<file path="config.mk">
export PLATFORM = sky130hd
export DESIGN_NAME = sobel_fetch_ctrl_flat
export DESIGN_NICKNAME = d
export VERILOG_FILES = /design/src/rtl/sobel_fetch_ctrl_if.sv /design/src/rtl/sobel_fetch_ctrl.sv /design/src/flat_wrapper.sv
export SDC_FILE = /design/constraint.sdc
export NUM_CORES = 1
export LEC_CHECK = 0
export ABC_AREA = 1
export BUFFER_PORTS_ARGS = -buffer_cell sky130_fd_sc_hd__buf_2
export CAP_MARGIN = 40
export CORE_MARGIN = 3
export CORE_UTILIZATION = 52
export DETAILED_ROUTE_END_ITERATION = 8
export PLACE_DENSITY = 0.75
export SETUP_SLACK_MARGIN = 0.1
export SLEW_MARGIN = 25
export SYNTH_ARGS = -nofsm -noshare
export SYNTH_HDL_FRONTEND = slang
export SYNTH_SLANG_ARGS = --single-unit
</file>
<file path="constraint.sdc">
create_clock -name nclk -period 2.7 [get_ports nclk]
set_clock_uncertainty 0.2 [all_clocks]
set_input_delay 0.27 -clock nclk [delete_from_list [all_inputs] [get_ports nclk]]
set_output_delay 0.27 -clock nclk [all_outputs]
set_load 0.005 [all_outputs]
</file>
<file path="src/rtl/sobel_fetch_ctrl_if.sv">
// Memory read-port handshake between the Sobel fetch controller and pixel memory.
// The controller holds mem_req/mem_addr until mem_ack; data returns on mem_valid.
interface sobel_fetch_ctrl_if #(
   parameter int ADDRW = 21
);
   logic             mem_req;
   logic [ADDRW-1:0] mem_addr;
   logic             mem_ack;
   logic             mem_valid;

   modport master (output mem_req, output mem_addr, input mem_ack, input mem_valid);
   modport slave  (input mem_req, input mem_addr, output mem_ack, output mem_valid);
endinterface

</file>
<file path="src/rtl/sobel_fetch_ctrl.sv">
// Sobel row-buffer fetch sequencer: walks the image column by column, issuing
// BEATS vertically adjacent single-word reads per window, strobing pop_en per
// returned word, pulsing win_valid per window, then pausing before the next one.
module sobel_fetch_ctrl #(
   parameter int BASEADDR = 0,
   parameter int ADDRW    = 21,
   parameter int ROWWORDS = 256,
   parameter int ROWS     = 8192,
   parameter int BEATS    = 3,
   parameter int PAUSE    = 1
) (
   input  logic               nclk,
   input  logic               reset,
   input  logic               start,
   input  logic               stall,
   sobel_fetch_ctrl_if.master mem,
   output logic               pop_en,
   output logic               win_valid,
   output logic               busy,
   output logic               done
);

   localparam int CW = $clog2(ROWWORDS);
   localparam int RW = (ROWS > 1) ? $clog2(ROWS) : 1;
   localparam int KW = (BEATS > 1) ? $clog2(BEATS) : 1;
   localparam int PW = (PAUSE > 0) ? $clog2(PAUSE + 1) : 1;

   localparam logic [CW-1:0] COL_LAST = CW'(ROWWORDS - 1);
   localparam logic [RW-1:0] ROW_LAST = RW'(ROWS - BEATS);
   localparam logic [KW-1:0] K_LAST   = KW'(BEATS - 1);
   localparam logic [PW-1:0] P_LAST   = PW'(PAUSE);

   typedef enum logic [2:0] {S_IDLE, S_REQ, S_WAIT, S_PAUSE, S_DONE} state_t;

   state_t           state_q, state_d;
   logic [CW-1:0]    col_q, col_d;
   logic [RW-1:0]    row_q, row_d;
   logic [KW-1:0]    k_q, k_d;
   logic [PW-1:0]    pcnt_q, pcnt_d;
   logic             mem_req_q, mem_req_d;
   logic [ADDRW-1:0] mem_addr_q, mem_addr_d;
   logic             win_valid_q, win_valid_d;
   logic             busy_q, busy_d;
   logic             done_q, done_d;
   logic             beat;

   // Word address of (row+k, col); everything wraps mod 2^ADDRW.
   function automatic logic [ADDRW-1:0] addr_of(input logic [RW-1:0] r,
                                                input logic [KW-1:0] kk,
                                                input logic [CW-1:0] c);
      logic [ADDRW-1:0] line;
      line = ADDRW'(r) + ADDRW'(kk);
      return ADDRW'(BASEADDR) + (line << CW) + ADDRW'(c);
   endfunction

   // Next-state, counter and registered-output decode.
   always_comb begin
      state_d     = state_q;
      col_d       = col_q;
      row_d       = row_q;
      k_d         = k_q;
      pcnt_d      = pcnt_q;
      win_valid_d = 1'b0;
      // A beat completes on data return: same-cycle ack+valid in REQ, or valid in WAIT.
      beat   = ((state_q == S_REQ) && mem.mem_ack && mem.mem_valid) ||
               ((state_q == S_WAIT) && mem.mem_valid);
      pop_en = beat;

      case (state_q)
         S_IDLE:  if (start) state_d = S_REQ;
         S_REQ:   if (mem.mem_ack && !mem.mem_valid) state_d = S_WAIT;
         S_WAIT:  ;
         S_PAUSE: begin
            if (!stall) begin
               if (pcnt_q == P_LAST) begin
                  pcnt_d = '0;
                  if ((col_q == COL_LAST) && (row_q == ROW_LAST)) begin
                     col_d   = '0;
                     row_d   = '0;
                     state_d = S_DONE;
                  end else begin
                     col_d   = col_q + CW'(1);
                     if (col_q == COL_LAST) row_d = row_q + RW'(1);
                     state_d = S_REQ;
                  end
               end else begin
                  pcnt_d = pcnt_q + PW'(1);
               end
            end
         end
         S_DONE:  state_d = S_IDLE;
         default: state_d = S_IDLE;
      endcase

      if (beat) begin
         if (k_q == K_LAST) begin
            k_d         = '0;
            win_valid_d = 1'b1;
            state_d     = S_PAUSE;
         end else begin
            k_d     = k_q + KW'(1);
            state_d = S_REQ;
         end
      end

      mem_req_d  = (state_d == S_REQ);
      mem_addr_d = (state_d == S_REQ) ? addr_of(row_d, k_d, col_d) : '0;
      busy_d     = (state_d == S_REQ) || (state_d == S_WAIT) || (state_d == S_PAUSE);
      done_d     = (state_d == S_DONE);
   end

   // State, counters and registered outputs; reset abandons any outstanding read.
   always_ff @(posedge nclk) begin
      if (reset) begin
         state_q     <= S_IDLE;
         col_q       <= '0;
         row_q       <= '0;
         k_q         <= '0;
         pcnt_q      <= '0;
         mem_req_q   <= 1'b0;
         mem_addr_q  <= '0;
         win_valid_q <= 1'b0;
         busy_q      <= 1'b0;
         done_q      <= 1'b0;
      end else begin
         state_q     <= state_d;
         col_q       <= col_d;
         row_q       <= row_d;
         k_q         <= k_d;
         pcnt_q      <= pcnt_d;
         mem_req_q   <= mem_req_d;
         mem_addr_q  <= mem_addr_d;
         win_valid_q <= win_valid_d;
         busy_q      <= busy_d;
         done_q      <= done_d;
      end
   end

   assign mem.mem_req  = mem_req_q;
   assign mem.mem_addr = mem_addr_q;
   assign win_valid    = win_valid_q;
   assign busy         = busy_q;
   assign done         = done_q;

endmodule

</file>
<file path="src/flat_wrapper.sv">
// flat-port wrapper written by rule: the top's interface ports become plain ports
module sobel_fetch_ctrl_flat 
#(
   parameter int BASEADDR = 0,
   parameter int ADDRW    = 21,
   parameter int ROWWORDS = 256,
   parameter int ROWS     = 8192,
   parameter int BEATS    = 3,
   parameter int PAUSE    = 1
)
  (nclk, reset, start, stall, pop_en, win_valid, busy, done, mem_mem_req, mem_mem_addr, mem_mem_ack, mem_mem_valid);
  sobel_fetch_ctrl_if #(.ADDRW(ADDRW)) mem_i ();
  input  logic nclk;
  input  logic reset;
  input  logic start;
  input  logic stall;
  output logic pop_en;
  output logic win_valid;
  output logic busy;
  output logic done;
  output wire logic [$bits(mem_i.mem_req)-1:0] mem_mem_req;
  output wire logic [$bits(mem_i.mem_addr)-1:0] mem_mem_addr;
  input wire logic [$bits(mem_i.mem_ack)-1:0] mem_mem_ack;
  input wire logic [$bits(mem_i.mem_valid)-1:0] mem_mem_valid;
  assign mem_mem_req = mem_i.mem_req;
  assign mem_mem_addr = mem_i.mem_addr;
  assign mem_i.mem_ack = mem_mem_ack;
  assign mem_i.mem_valid = mem_mem_valid;
  sobel_fetch_ctrl #(.BASEADDR(BASEADDR), .ADDRW(ADDRW), .ROWWORDS(ROWWORDS), .ROWS(ROWS), .BEATS(BEATS), .PAUSE(PAUSE)) u_core (.nclk(nclk), .reset(reset), .start(start), .stall(stall), .mem(mem_i), .pop_en(pop_en), .win_valid(win_valid), .busy(busy), .done(done));
endmodule
</file>
Word-level counts from Yosys, hierarchy flattened --
Index checks and enable logic that the tools add are counted.
Operators by class: $add $sub $neg 6, bitwise logic cells 3, reductions and logical operators 13, mux-type cells 21, equality and inequality tests 10
Operators by type and width (count):
- 13-bit 2-to-1 mux | 5
- 8-bit 2-to-1 mux | 4
- 21-bit by 8-bit adder with 21-bit output | 1
- 3-bit 2-to-1 mux | 6
- 13-bit by 1-bit adder with 13-bit output, second input constant | 1
- 13-bit by 2-bit adder with 13-bit output | 1
- 13-bit == test, second input constant | 1
- 3-bit by 2-bit == test with 1-bit output, second input constant | 4
- 3-bit case mux with 4 select lines | 1
- 8-bit by 1-bit adder with 8-bit output, second input constant | 1
- 8-bit == test, second input constant | 1
- 3-bit by 1-bit == test with 1-bit output, second input constant | 2
- 2-bit 2-to-1 mux | 3
- 1-bit logical AND | 5
- 2-bit OR reduction | 2
- 3-bit == test, second input constant | 1
- 3-bit zero test | 1
- 1-bit logical OR | 3
- 1-bit NOT | 3
- 2-bit by 1-bit adder with 2-bit output, second input constant | 1
- 2-bit == test, second input constant | 1
- 1-bit 2-to-1 mux | 2
- 2-bit AND reduction | 1
- 1-bit adder, second input constant | 1
- 1-bit zero test | 1
Word-level totals: register bits after elaboration 52, word-level logic and storage cells 63, output and inout port bits 26

Depth between registers and ports, before layout --
Gate-level depths: netlist of run 1.
word-level depth 10, mapped depth 19, depth with buffers taken out 19

Worst setup path before layout of run 1 --
No wires, ideal clock.
path type flip-flop to flip-flop, from register u_core.col_q[0], to register u_core.mem_addr_q[16] (netlist: u_core.mem.mem_addr[16]), path slack 0.134 ns, buffers on the path 0, setup time 0.116 ns, period minus slack after synthesis 2.566 ns, cell stages (with the launch flop) 15, arrival 2.250 ns, cells stage by stage dfxtp_1 -> ha_1 -> nand3_4 -> nor2_8 -> o21ai_0 -> o21ai_0 -> inv_1 -> ha_1 -> fa_1 -> nand4_1 -> nor2_2 -> inv_2 -> nor2_4 -> o21ai_0 -> nor2_1
RTL lines:
- from (decl) | line sobel_fetch_ctrl.sv:36 | logic [CW-1:0] col_q, col_d;
- from (signal assigned) | line sobel_fetch_ctrl.sv:127 | col_q <= col_d;
- 8-bit == test * | line sobel_fetch_ctrl.sv:77, sobel_fetch_ctrl.sv:83
- 13-bit 2-to-1 mux or 1-bit logical AND (tied branches) | line sobel_fetch_ctrl.sv:83, sobel_fetch_ctrl.sv:77
- 13-bit 2-to-1 mux * | line sobel_fetch_ctrl.sv:77 | if ((col_q == COL_LAST) && (row_q == ROW_LAST)) begin
- 13-bit 2-to-1 mux * | line sobel_fetch_ctrl.sv:75 | if (pcnt_q == P_LAST) begin
- 13-bit 2-to-1 mux * | line sobel_fetch_ctrl.sv:74 | if (!stall) begin
- 13-bit 2-to-1 mux * | line sobel_fetch_ctrl.sv:69 | case (state_q)
- via u_core.row_d[0] | line sobel_fetch_ctrl.sv:37 | logic [RW-1:0] row_q, row_d;
- 13-bit by 2-bit adder with 13-bit output * | line sobel_fetch_ctrl.sv:52 | line = ADDRW'(r) + ADDRW'(kk);
- 21-bit by 8-bit adder with 21-bit output * | line sobel_fetch_ctrl.sv:53 | return ADDRW'(BASEADDR) + (line << CW) + ADDRW'(c);
- to (signal assigned) | line sobel_fetch_ctrl.sv:132 | mem_addr_q <= mem_addr_d;
- to (decl) | line sobel_fetch_ctrl.sv:41 | logic [ADDRW-1:0] mem_addr_q, mem_addr_d;
Mark *: on every way through the listed nets, which the timed path passes. The rest lies on a longest branch. A chain may end at the register's enable or synchronous reset.

Final worst setup path of run 1 --
from register u_core.row_q[0], to register u_core.mem_addr_q[19] (netlist: u_core.mem.mem_addr[19])
RTL lines:
- from (decl) | line sobel_fetch_ctrl.sv:37
- from (signal assigned) | line sobel_fetch_ctrl.sv:128 | row_q <= row_d;
- 13-bit by 1-bit adder with 13-bit output or 13-bit == test (tied branches) | line sobel_fetch_ctrl.sv:83, sobel_fetch_ctrl.sv:77
- 13-bit 2-to-1 mux or 1-bit logical AND (tied branches) | line sobel_fetch_ctrl.sv:83, sobel_fetch_ctrl.sv:77
- 13-bit 2-to-1 mux * | line sobel_fetch_ctrl.sv:77
- 13-bit 2-to-1 mux * | line sobel_fetch_ctrl.sv:75
- 13-bit 2-to-1 mux * | line sobel_fetch_ctrl.sv:74
- 13-bit 2-to-1 mux * | line sobel_fetch_ctrl.sv:69
- via u_core.row_d[1] | line sobel_fetch_ctrl.sv:37
- 13-bit by 2-bit adder with 13-bit output * | line sobel_fetch_ctrl.sv:52
- 21-bit by 8-bit adder with 21-bit output * | line sobel_fetch_ctrl.sv:53
Marked as above.

==> summary.md, run 1 <==
| Metric | Value |
|---|---|
| Status | completed |
| CTS tree | done |
| RSZ-0062 raised after global routing | yes |
| Fill count | 386 |
| Pre-CTS WS | -7.552 ps |
| Area of the mapped netlist | 2634 µm² |
| Core Footprint | 4817 µm² |
| Starting Density | approximately 55% |
| Core Rows | 25 |
| CP required | 2700 ps |
| Avg Vias per Cell | 5.018 |
| Die area | 5955 µm² |
| # hold bufs at CTS | 0 |
| Critical path fanouts, max | 4 |
| Design Area, Final | roughly 3300 µm² |
| GRT overflow | 0 |
| Max Cap Violations | 0 |
| Initial antenna violation count | 0 |
| Port bufs | 31 |
| Nets | 439 |
| Clock Pin Slew Worst Setup and Hold Paths | 90 ps |
| DR WL/cell | between 10 and 15 µm |
| Setup Viol. Count Final | 0 |
| Yosys cell types | 35 |
| CP bufs+invs | 0 |
| Critical Path Max Stage Delay | 400 ps |
| Die X | 77.17 µm |
| Crit path time final | roughly 2600 ps |
| Final wirelength | a little over 6 mm |
| DP Area | 2934 µm² |
| Clock Tree Buf Depth | 2 |
| Slew HR | 78.17% |
| Worst slew pin tran | 325.9 ps |
| Worst skew pair latency | just over 300 ps |
| Critical path arrival | 2590 ps |
| Worst path top cell family by delay | simple AND/OR/NAND/NOR gates |
| XOR/XNOR Fraction of Synth Area | 1.663% |
| Dpl cells | 474 |
| VDD IR-drop max | 0.2850 mV |
| Sink Count | 52 |
| Adder-Cell Fraction of Synth Area | 3.135% |
| Cell Pwr Density | 392.7 nW/µm² |
| Critical Path, Cell by Cell | ha_4, nand2_1, nor2_1, nand3_2, nor2_4, nor2_2, nand2_2, nand2_4, ha_4, a21oi_2, nor2_2, nand3_2, nor2_4, nand3b_1, nand2_1, nor2_1 |
| Total GRT Usage | 20.21% |
| Final hold viol count | 0 |
| Max-slew violation count | 0 |
| FMAX | 0.3871 GHz |
| 1st-iter DRT viols | 204 |
| Final WS setup | 116.4 ps |
| Leakage | between 1 and 1.5 nW |
| CP endpoint kind | register |
| Period utilization | 95.69% |
| Type of the worst setup path | register to register |
| Root buffer selected by CTS | clkbuf_8 |
| Syn Nets | 382 |
| Ys Warns | 0 |
| H-Tree Depth | 2 |
| Num CTS Buffers | 5 |
| Mux contribution to synthesized area | 0% |
| CP max-delay cell | dfxtp_4 |
| DP HPWL | 4.211 mm |
| Synth Area in Compound Gates | about 7.1% |
| GP Congestion | 0.8811 |
| Pre-antenna DRT Iters | 4 |
| Crit path launch type | register |
| Synthesis-to-finish area growth | 26.27% |
| ANT cells | 0 |
| Hold Slack | 44.43 ps |
| Vias in the first global route | 2311 |
| Final setup TNS | 0 ps |
| Sequential area share after synthesis | 39.52% |
| I/O Pins | 32 |
| # DRC | 0 |
| Post-Synth Simple-Gate Area | 39.10% |
| First-pass GRT wire length | approximately 9.8 mm |
| Largest net degree at the start of global routing | 29 |
| Non-filler cells, final | 495 |
| Combinational family with the most area after synthesis | simple AND/OR/NAND/NOR gates |
| Flops & latches, synth | 52 |
| Layout cell share with drive strength beyond 1 | approximately 34% |
| Height of the die | 77.17 µm |
| Vias | 2484 |
| Antenna viol nets, final | 0 |
| Syn_area_per_cell | about 7 µm² |
| HP Class | primary input to register |
| Mapped Cells | 370 |
==> sequential cells by signal (all words and copies together), names as in the netlist <==
signal / cells
u_core.win_valid: 1
u_core.pcnt_q: 1
u_core.state_q: 3
u_core.mem.mem_addr: 21
u_core.mem.mem_req: 1
u_core.row_q: 13
u_core.done: 1
u_core.k_q: 2
u_core.busy: 1
u_core.col_q: 8
==> report_power, final <==
part,switching (mW),internal (mW),total [mW]
registers,0.00592,0.773,0.778
logic,0.0557,0.0311,0.0868
clock network,0.256,0.185,0.441
total,0.317,0.988,1.31
==> cells by family after synthesis <==
group                      count (synthesis)
buffers and inverters                     65
DFF                                       52
adders and majority gates                  6
xor gates and xnor gates                   5
and+or+nand+nor                          210
AOI/OAI and AO/OA                         32
==> path summary, 6_finish.rpt <==
path / start / endpoint / slack, ps / cells past startpoint
worst min-delay path: reset / u_core.state_q[0]$_SDFF_PP0_ / 40 / 4
worst max-delay path: u_core.row_q[0]$_SDFF_PP0_ / u_core.mem.mem_addr[19]$_SDFF_PP0_ / 120 / 16
worst max register to register: u_core.row_q[0]$_SDFF_PP0_ / u_core.mem.mem_addr[19]$_SDFF_PP0_ / 120 / 16
worst min register to register: u_core.k_q[0]$_SDFF_PP0_ / u_core.k_q[0]$_SDFF_PP0_ / 350 / 2
==> layout make-up <==
class	instances	area, µm²	area share (%)
flip-flops and latches	52	1069	32.13
repair buffers	55	335.3	10.08
inverters	60	230.2	6.923
clock inverters	2	16.27	0.4891
multi-input cells	253	1519	45.67
well taps	67	83.83	2.521
clock buffers	6	72.57	2.182
==> what timing repair did <==
item	CTS	global route
pin swaps	5	22
setup buffers	3	10
endpoints found under the hold margin	0	0
gates resized for setup	8	59
setup endpoints to repair	6	10
==> metal layers <==
metal  up-vias  global-route usage, %  routed length [µm]
li1       1266                      -                   -
met1      1148                  24.54                2694
met2        58                  34.89                3169
met3        12                  4.108                 235
met4         0                  7.829                 117
met5         -                      0                   0
==> worst min-delay path, stage by stage <==
cell and delay, ps:
buf_2 90, inv_1 50, nand2_1 60, inv_1 50
==> cell usage in the layout (no fill, tap or decap), drive strengths merged, types with 2 or more instances in the layout <==
master / synthesis / routed
a21oi: 11 / 11
nor2: 85 / 85
o21bai: 2 / 2
nand4: 10 / 10
inv: 60 / 60
nor3: 3 / 3
o21ai: 12 / 12
nand3b: 2 / 2
nand3: 28 / 28
clkbuf: 3 / 6
and2: 2 / 2
dfxtp: 52 / 52
buf: 2 / 55
ha: 5 / 5
xor2: 5 / 5
nand2: 80 / 80
==> cell usage after synthesis (all sizes together) <==
library cell | n | area share [%]
a211oi | 1 | 0.29
xor2 | 5 | 1.7
clkbuf | 3 | 0.43
nand3b | 2 | 0.57
o32ai | 1 | 0.33
a31o | 1 | 0.33
nor3 | 3 | 0.57
o21bai | 2 | 0.57
a22o | 1 | 0.33
a21o | 1 | 0.29
nand4 | 10 | 2.6
ha | 5 | 2.4
buf | 2 | 0.38
inv | 60 | 8.6
a31oi | 1 | 0.24
fa | 1 | 0.76
o21ai | 12 | 2.4
o22ai | 1 | 0.24
a21oi | 11 | 2.1
nor2 | 85 | 15
dfxtp | 52 | 40
and2 | 2 | 0.47
nand3 | 28 | 7.3
nand2 | 80 | 12
==> metrics by stage <==
stage	power [mW]	util, %
finish	1.306	69.04
floorplan	0.8472	-
detailed placement	0.8733	60.91
global placement	0.8719	60.91
CTS	1.304	63.71
global route	1.353	69.04
Power figures use the tool's default switching activity.
==> inputs of run 2 (changes only) <==
--- a/config.mk
+++ b/config.mk
@@ -9,9 +9,10 @@
 export BUFFER_PORTS_ARGS = -buffer_cell sky130_fd_sc_hd__buf_2
 export CAP_MARGIN = 40
 export CORE_MARGIN = 3
-export CORE_UTILIZATION = 52
+export CORE_UTILIZATION = 54
+export CTS_BUF_LIST = sky130_fd_sc_hd__clkbuf_4 sky130_fd_sc_hd__clkbuf_8
 export DETAILED_ROUTE_END_ITERATION = 8
-export PLACE_DENSITY = 0.75
+export PLACE_DENSITY = 0.78
 export SETUP_SLACK_MARGIN = 0.1
 export SLEW_MARGIN = 25
 export SYNTH_ARGS = -nofsm -noshare
==> summary.md, run 2 (same netlist as run 1, synthesis figures left out) <==
| Metric | Value |
|---|---|
| Status | completed |
| GP Congestion | 0.9056 |
| Die X | 75.84 µm |
| Port bufs | 31 |
| Final hold viol count | 0 |
| CP bufs+invs | 4 |
| Period utilization | 94.96% |
| # hold bufs at CTS | 0 |
| Avg Vias per Cell | 5.072 |
| Pre-antenna DRT Iters | 6 |
| CTS tree | done |
| ANT cells | 0 |
| CP required | 2710 ps |
| Num CTS Buffers | 5 |
| Max Cap Violations | 0 |
| Fill count | 336 |
| Commonest non-fill, non-tap cells in the layout | nand2_1, nor2_1, inv_1, dfxtp_1, buf_2 |
| Sink Count | 52 |
| Core Rows | 24 |
| HP Class | primary input to register |
| Vias in the first global route | about 2.3k |
| CP most frequent cell | inv_2 |
| Antenna viol nets, final | 0 |
| Largest net degree at the start of global routing | 29 |
| Crit path time final | between 2000 and 3000 ps |
| Fin util | 73.92% |
| Synthesis-to-finish area growth | 27.27% |
| CP endpoint kind | register |
| Final wirelength | roughly 6.7 mm |
| Design Power | between 1 and 1.5 mW |
| Total GRT Usage | 21.86% |
| Critical Path, Cell by Cell | inv_2, ha_4, nand2_2, nor2_2, nand3_2, inv_2, o21ai_2, o21ai_2, inv_2, ha_4, fa_2, nand4_1, nor2_4, inv_2, nor2_4, nand3_2, nand2_1, nor2_1 |
| Setup Viol. Count Final | 0 |
| FF-to-FF setup slack | 140 ps |
| Clock Pin Slew Worst Setup and Hold Paths | 90 ps |
| Clock Tree Buf Depth | 2 |
| Final setup TNS | 0 ps |
| DR WL/cell | between 10 and 15 µm |
| Reg-to-Reg Start | u_core.row_q[1]$_SDFF_PP0_ |
| Initial antenna violation count | 0 |
| Cell Pwr Density | 399.0 nW/µm² |
| Hold Path End | u_core.state_q[0]$_SDFF_PP0_ |
| Nets | 445 |
| Worst slew pin tran | 611.1 ps |
| FMAX | 0.3900 GHz |
| Worst path top cell family by delay | simple AND/OR/NAND/NOR gates |
| Hold path startpoint | reset |
| Critical path fanouts, max | 5 |
| Leakage | roughly 1.5 nW |
| I/O Pins | 32 |
| Starting Density | around three fifths |
| Most common cell after layout, fill and taps aside | nand2_1 |
| Core Footprint | 4534 µm² |
| Dpl cells | 474 |
| H-Tree Depth | 2 |
| GRT overflow | 0 |
| Reg2Reg Capture Point | u_core.mem.mem_addr[20]$_SDFF_PP0_ |
| Root buffer selected by CTS | clkbuf_8 |
| Slew HR | 59.07% |
| Vias | between 2k and 3k |
| RSZ-0062 raised after global routing | yes |
| Critical path arrival | 2570 ps |
| Type of the worst setup path | register to register |
| DP HPWL | 4.215 mm |
| Die area | 5752 µm² |
| Layout cell share with drive strength beyond 1 | ~33% |
| R2R cell count | 18 |
| Non-filler cells, final | 499 |
| Max-slew violation count | 0 |
| Crit path launch type | register |
| Height of the die | around 76 µm |
| 1st-iter DRT viols | around 220 |
| VDD IR-drop max | 0.2811 mV |
| Worst hold stages | 4 |
| First-pass GRT wire length | between 9 and 10 mm |
| Worst skew pair latency | 310 ps |
| Critical Path Max Stage Delay | 340 ps |
| CP max-delay cell | dfxtp_2 |
| Max reg flops | 21 |
| # DRC | 0 |
==> run 2: changes by cell type in the layout (fill, tap and decap cells not counted), sizes merged <==
cell | before | now
clkinv | 1 | 0
clkinvlp | 1 | 0
buf | 55 | 61
clkbuf | 6 | 8
==> run 2: worst reg2reg max path, cell delays in order, from the launching register on <==
cell and delay (ps):
dfxtp_2 340, inv_2 40, ha_4 140, nand2_2 60, nor2_2 50, nand3_2 110, inv_2 70, o21ai_2 180
o21ai_2 100, inv_2 80, ha_4 150, fa_2 210, nand4_1 120, nor2_4 170, inv_2 60, nor2_4 170
nand3_2 70, nand2_1 80, nor2_1 40
==> run 2: power breakdown <==
part	internal, mW	total [mW]	switching (mW)
clock network	0.230	0.474	0.244
logic	0.0283	0.0838	0.0555
registers	0.774	0.780	0.00513
total	1.03	1.34	0.305
==> run 2: worst max path at each step <==
stage	slack [ps]	cells after the start	endpoint	startpoint
5_1_grt	-50	19	u_core.mem.mem_addr[18]$_SDFF_PP0_	u_core.row_q[1]$_SDFF_PP0_
6_report	140	18	u_core.mem.mem_addr[20]$_SDFF_PP0_	u_core.row_q[1]$_SDFF_PP0_
2_1_floorplan	130	14	u_core.mem.mem_addr[16]$_SDFF_PP0_	u_core.col_q[0]$_SDFF_PP0_
3_5_place_dp	-30	18	u_core.mem.mem_addr[20]$_SDFF_PP0_	u_core.row_q[1]$_SDFF_PP0_
4_1_cts	100	16	u_core.mem.mem_addr[20]$_SDFF_PP0_	u_core.state_q[0]$_SDFF_PP0_
3_3_place_gp	100	18	u_core.mem.mem_addr[20]$_SDFF_PP0_	u_core.row_q[1]$_SDFF_PP0_
==> run 2: area by class of cell <==
| type | count | area (µm²) | share of cell area, % |
|---|---|---|---|
| Multi-Input combinational cell | 253 | 1504 | 44.87 |
| Tap cell | 65 | 81.33 | 2.426 |
| Sequential cell | 52 | 1057 | 31.54 |
| Inverter | 60 | 227.7 | 6.794 |
| Timing Repair Buffer | 61 | 384.1 | 11.46 |
| Clock buffer | 8 | 97.59 | 2.912 |
==> run 2: layer usage <==
metal  share of wire (%)  up-vias  GRT usage [%]
met4                 2.0        0          7.573
met2                  50       59          37.93
li1                    -     1286              -
met5                   0        -              0
met1                  44     1175          26.54
met3                 3.7       11          4.749
==> run 2: what timing repair did <==
item,in CTS,in global routing
gates resized for setup,9,50
pin swaps,5,16
buffers inserted,3,14
endpoints found under the setup margin,8,10
==> run 2: stage by stage <==
step | setup slack, ps | area, µm² | hold slack, ps
final | 136.2 | 3352 | 21.79
after global routing | -52.12 | 3352 | 52.81
after CTS | 100.3 | 3093 | 31.49
after detailed placement | -33.56 | 2947 | 319.6
after global placement | 100.8 | 2947 | 295.7
after floorplan | 134.0 | 2634 | 233.4
==> inputs of run 3 (changes only) <==
--- a/config.mk
+++ b/config.mk
@@ -12,6 +12,7 @@
 export CORE_UTILIZATION = 54
 export CTS_BUF_LIST = sky130_fd_sc_hd__clkbuf_4 sky130_fd_sc_hd__clkbuf_8
 export DETAILED_ROUTE_END_ITERATION = 8
+export MAX_ROUTING_LAYER = met4
 export PLACE_DENSITY = 0.78
 export SETUP_SLACK_MARGIN = 0.1
 export SLEW_MARGIN = 25
==> summary.md, run 3 (same netlist as run 1, synthesis figures left out) <==
| Metric | Value |
|---|---|
| Status | completed |
| # DRC | 0 |
| Clock Tree Buf Depth | 2 |
| Reg2Reg Capture Point | u_core.mem.mem_addr[20]$_SDFF_PP0_ |
| Crit path to | u_core.mem.mem_addr[20]$_SDFF_PP0_ |
| 1st-iter DRT viols | approximately 210 |
| Critical path fanouts, max | 5 |
| Max reg flops | 21 |
| Sink Count | 52 |
| Slew HR | between 50% and 60% |
| Hold Slack | 24.79 ps |
| H-Tree Depth | 2 |
| Max-slew violation count | 0 |
| Nets | 445 |
| Worst slew pin tran | 609.2 ps |
| Max Cap Violations | 0 |
| Dpl cells | 474 |
| FF-to-FF setup slack | 140 ps |
| Starting Density | between 50% and 60% |
| Pre-antenna DRT Iters | 4 |
| Synthesis-to-finish area growth | 27.27% |
| CP endpoint kind | register |
| Critical path arrival | 2560 ps |
| Port bufs | 31 |
| R2R cell count | 18 |
| CP startpoint | u_core.row_q[1]$_SDFF_PP0_ |
| Fill count | 336 |
| GP Congestion | roughly 0.92 |
| DP HPWL | 4.215 mm |
| CP most frequent cell | inv_2 |
| Height of the die | about 76 µm |
| Worst hold stages | 4 |
| GRT overflow | 0 |
| Core Footprint | approximately 4500 µm² |
| Die X | 75.84 µm |
| Register area | about 1100 µm² |
| Design Power | between 1 and 1.5 mW |
| Commonest non-fill, non-tap cells in the layout | nand2_1, nor2_1, inv_1, dfxtp_1, buf_2 |
| Vias in the first global route | between 2k and 2.5k |
| Core Rows | 24 |
| ANT cells | 0 |
| Root buffer selected by CTS | clkbuf_8 |
| VDD IR-drop max | roughly 0.28 mV |
| Period utilization | 94.78% |
| Worst skew pair latency | 310 ps |
| Setup Viol. Count Final | 0 |
| First-pass GRT wire length | 9.701 mm |
| Antenna viol nets, final | 0 |
| Cell Pwr Density | 397.9 nW/µm² |
| Critical Path Max Stage Delay | 340 ps |
| Initial antenna violation count | 0 |
| Most common cell after layout, fill and taps aside | nand2_1 |
| Critical Path, Cell by Cell | inv_2, ha_4, nand2_2, nor2_2, nand3_2, inv_2, o21ai_2, o21ai_2, inv_2, ha_4, fa_2, nand4_1, nor2_4, inv_2, nor2_4, nand3_2, nand2_1, nor2_1 |
| I/O Pins | 32 |
| FMAX | a little under 0.4 GHz |
| Type of the worst setup path | register to register |
| Crit path launch type | register |
| Crit path time final | 2559 ps |
| HP Class | primary input to register |
| Area of the multi-input gates | 1504 µm² |
| Layout cell share with drive strength beyond 1 | about a third |
| Num CTS Buffers | 5 |
| Final wirelength | 6.629 mm |
| Vias | around 2.5k |
| CTS tree | done |
| Reg-to-Reg Start | u_core.row_q[1]$_SDFF_PP0_ |
| RSZ-0062 raised after global routing | yes |
| Avg Vias per Cell | 5.058 |
| Final WS setup | 141.0 ps |
| Leakage | 1.484 nW |
| Total GRT Usage | 22.43% |
| Pre-CTS WS | -33.56 ps |
| CP max-delay cell | dfxtp_2 |
| Largest net degree at the start of global routing | 29 |
| Non-filler cells, final | 499 |
| Die area | 5752 µm² |
| CP required | 2710 ps |
| Final hold viol count | 0 |
| Clock Pin Slew Worst Setup and Hold Paths | approximately 90 ps |
| DR WL/cell | roughly 13 µm |
==> run 3: cell counts in the layout (fill, tap and decap cells not counted) <==
Identical to the previous run, type by type.
==> run 3: timing repair <==
item	in CTS	in global routing
pin swaps	5	16
hold buffers	0	0
buffers inserted	3	14
resized for setup	9	50
setup endpoints to repair	8	10
gates cloned	0	0
==> run 3: stage by stage <==
stage / setup TNS (ps) / cell area (µm²) / util, %
final: 0 / 3352 / 73.92
after global routing: -71.24 / 3352 / 73.92
after CTS: 0 / 3093 / 68.21
after detailed placement: -59.96 / 2947 / 64.98
after global placement: 0 / 2947 / 64.98
after floorplan: 0 / 2634 / -
==> run 3: final cells by class <==
class,count,share of cell area [%]
timing repair buffer,61,11.46
clock buffer,8,2.912
multi-input combinational,253,44.87
inverter,60,6.794
sequential,52,31.54
tap,65,2.426
==> run 3: how the worst min path moves through the flow <==
stage / startpoint / end / slack (ps)
floorplan: reset / u_core.state_q[0]$_SDFF_PP0_ / 230
global placement: u_core.k_q[0]$_SDFF_PP0_ / u_core.k_q[0]$_SDFF_PP0_ / 300
detailed placement: u_core.k_q[0]$_SDFF_PP0_ / u_core.k_q[0]$_SDFF_PP0_ / 320
CTS: reset / u_core.state_q[0]$_SDFF_PP0_ / 30
global route: reset / u_core.state_q[0]$_SDFF_PP0_ / 50
finish: reset / u_core.state_q[0]$_SDFF_PP0_ / 20
==> run 3: layer usage <==
layer / wire [µm] / GRT usage [%] / vias to the layer above
li1: - / - / 1285
met1: 2903 / 26.54 / 1167
met2: 3341 / 37.93 / 60
met3: 248 / 4.354 / 12
met4: 136 / 7.573 / 0
met5: 0 / - / -
==> run 3: worst max-delay path: cells and delay by family, from the launching register on <==
kind	cells	cell delay, ps
AOI/OAI and AO/OA	2	290
adders and majority gates	3	500
buffers and inverters	4	250
DFF	1	340
and+or+nand+nor	9	860
==> run 3: report_power, final <==
group | total [mW] | switching, mW | internal, mW | leakage [nW]
clock | 0.471 | 0.241 | 0.230 | 0.0523
sequential | 0.779 | 0.00504 | 0.774 | 0.425
combinational | 0.0835 | 0.0552 | 0.0283 | 1.01
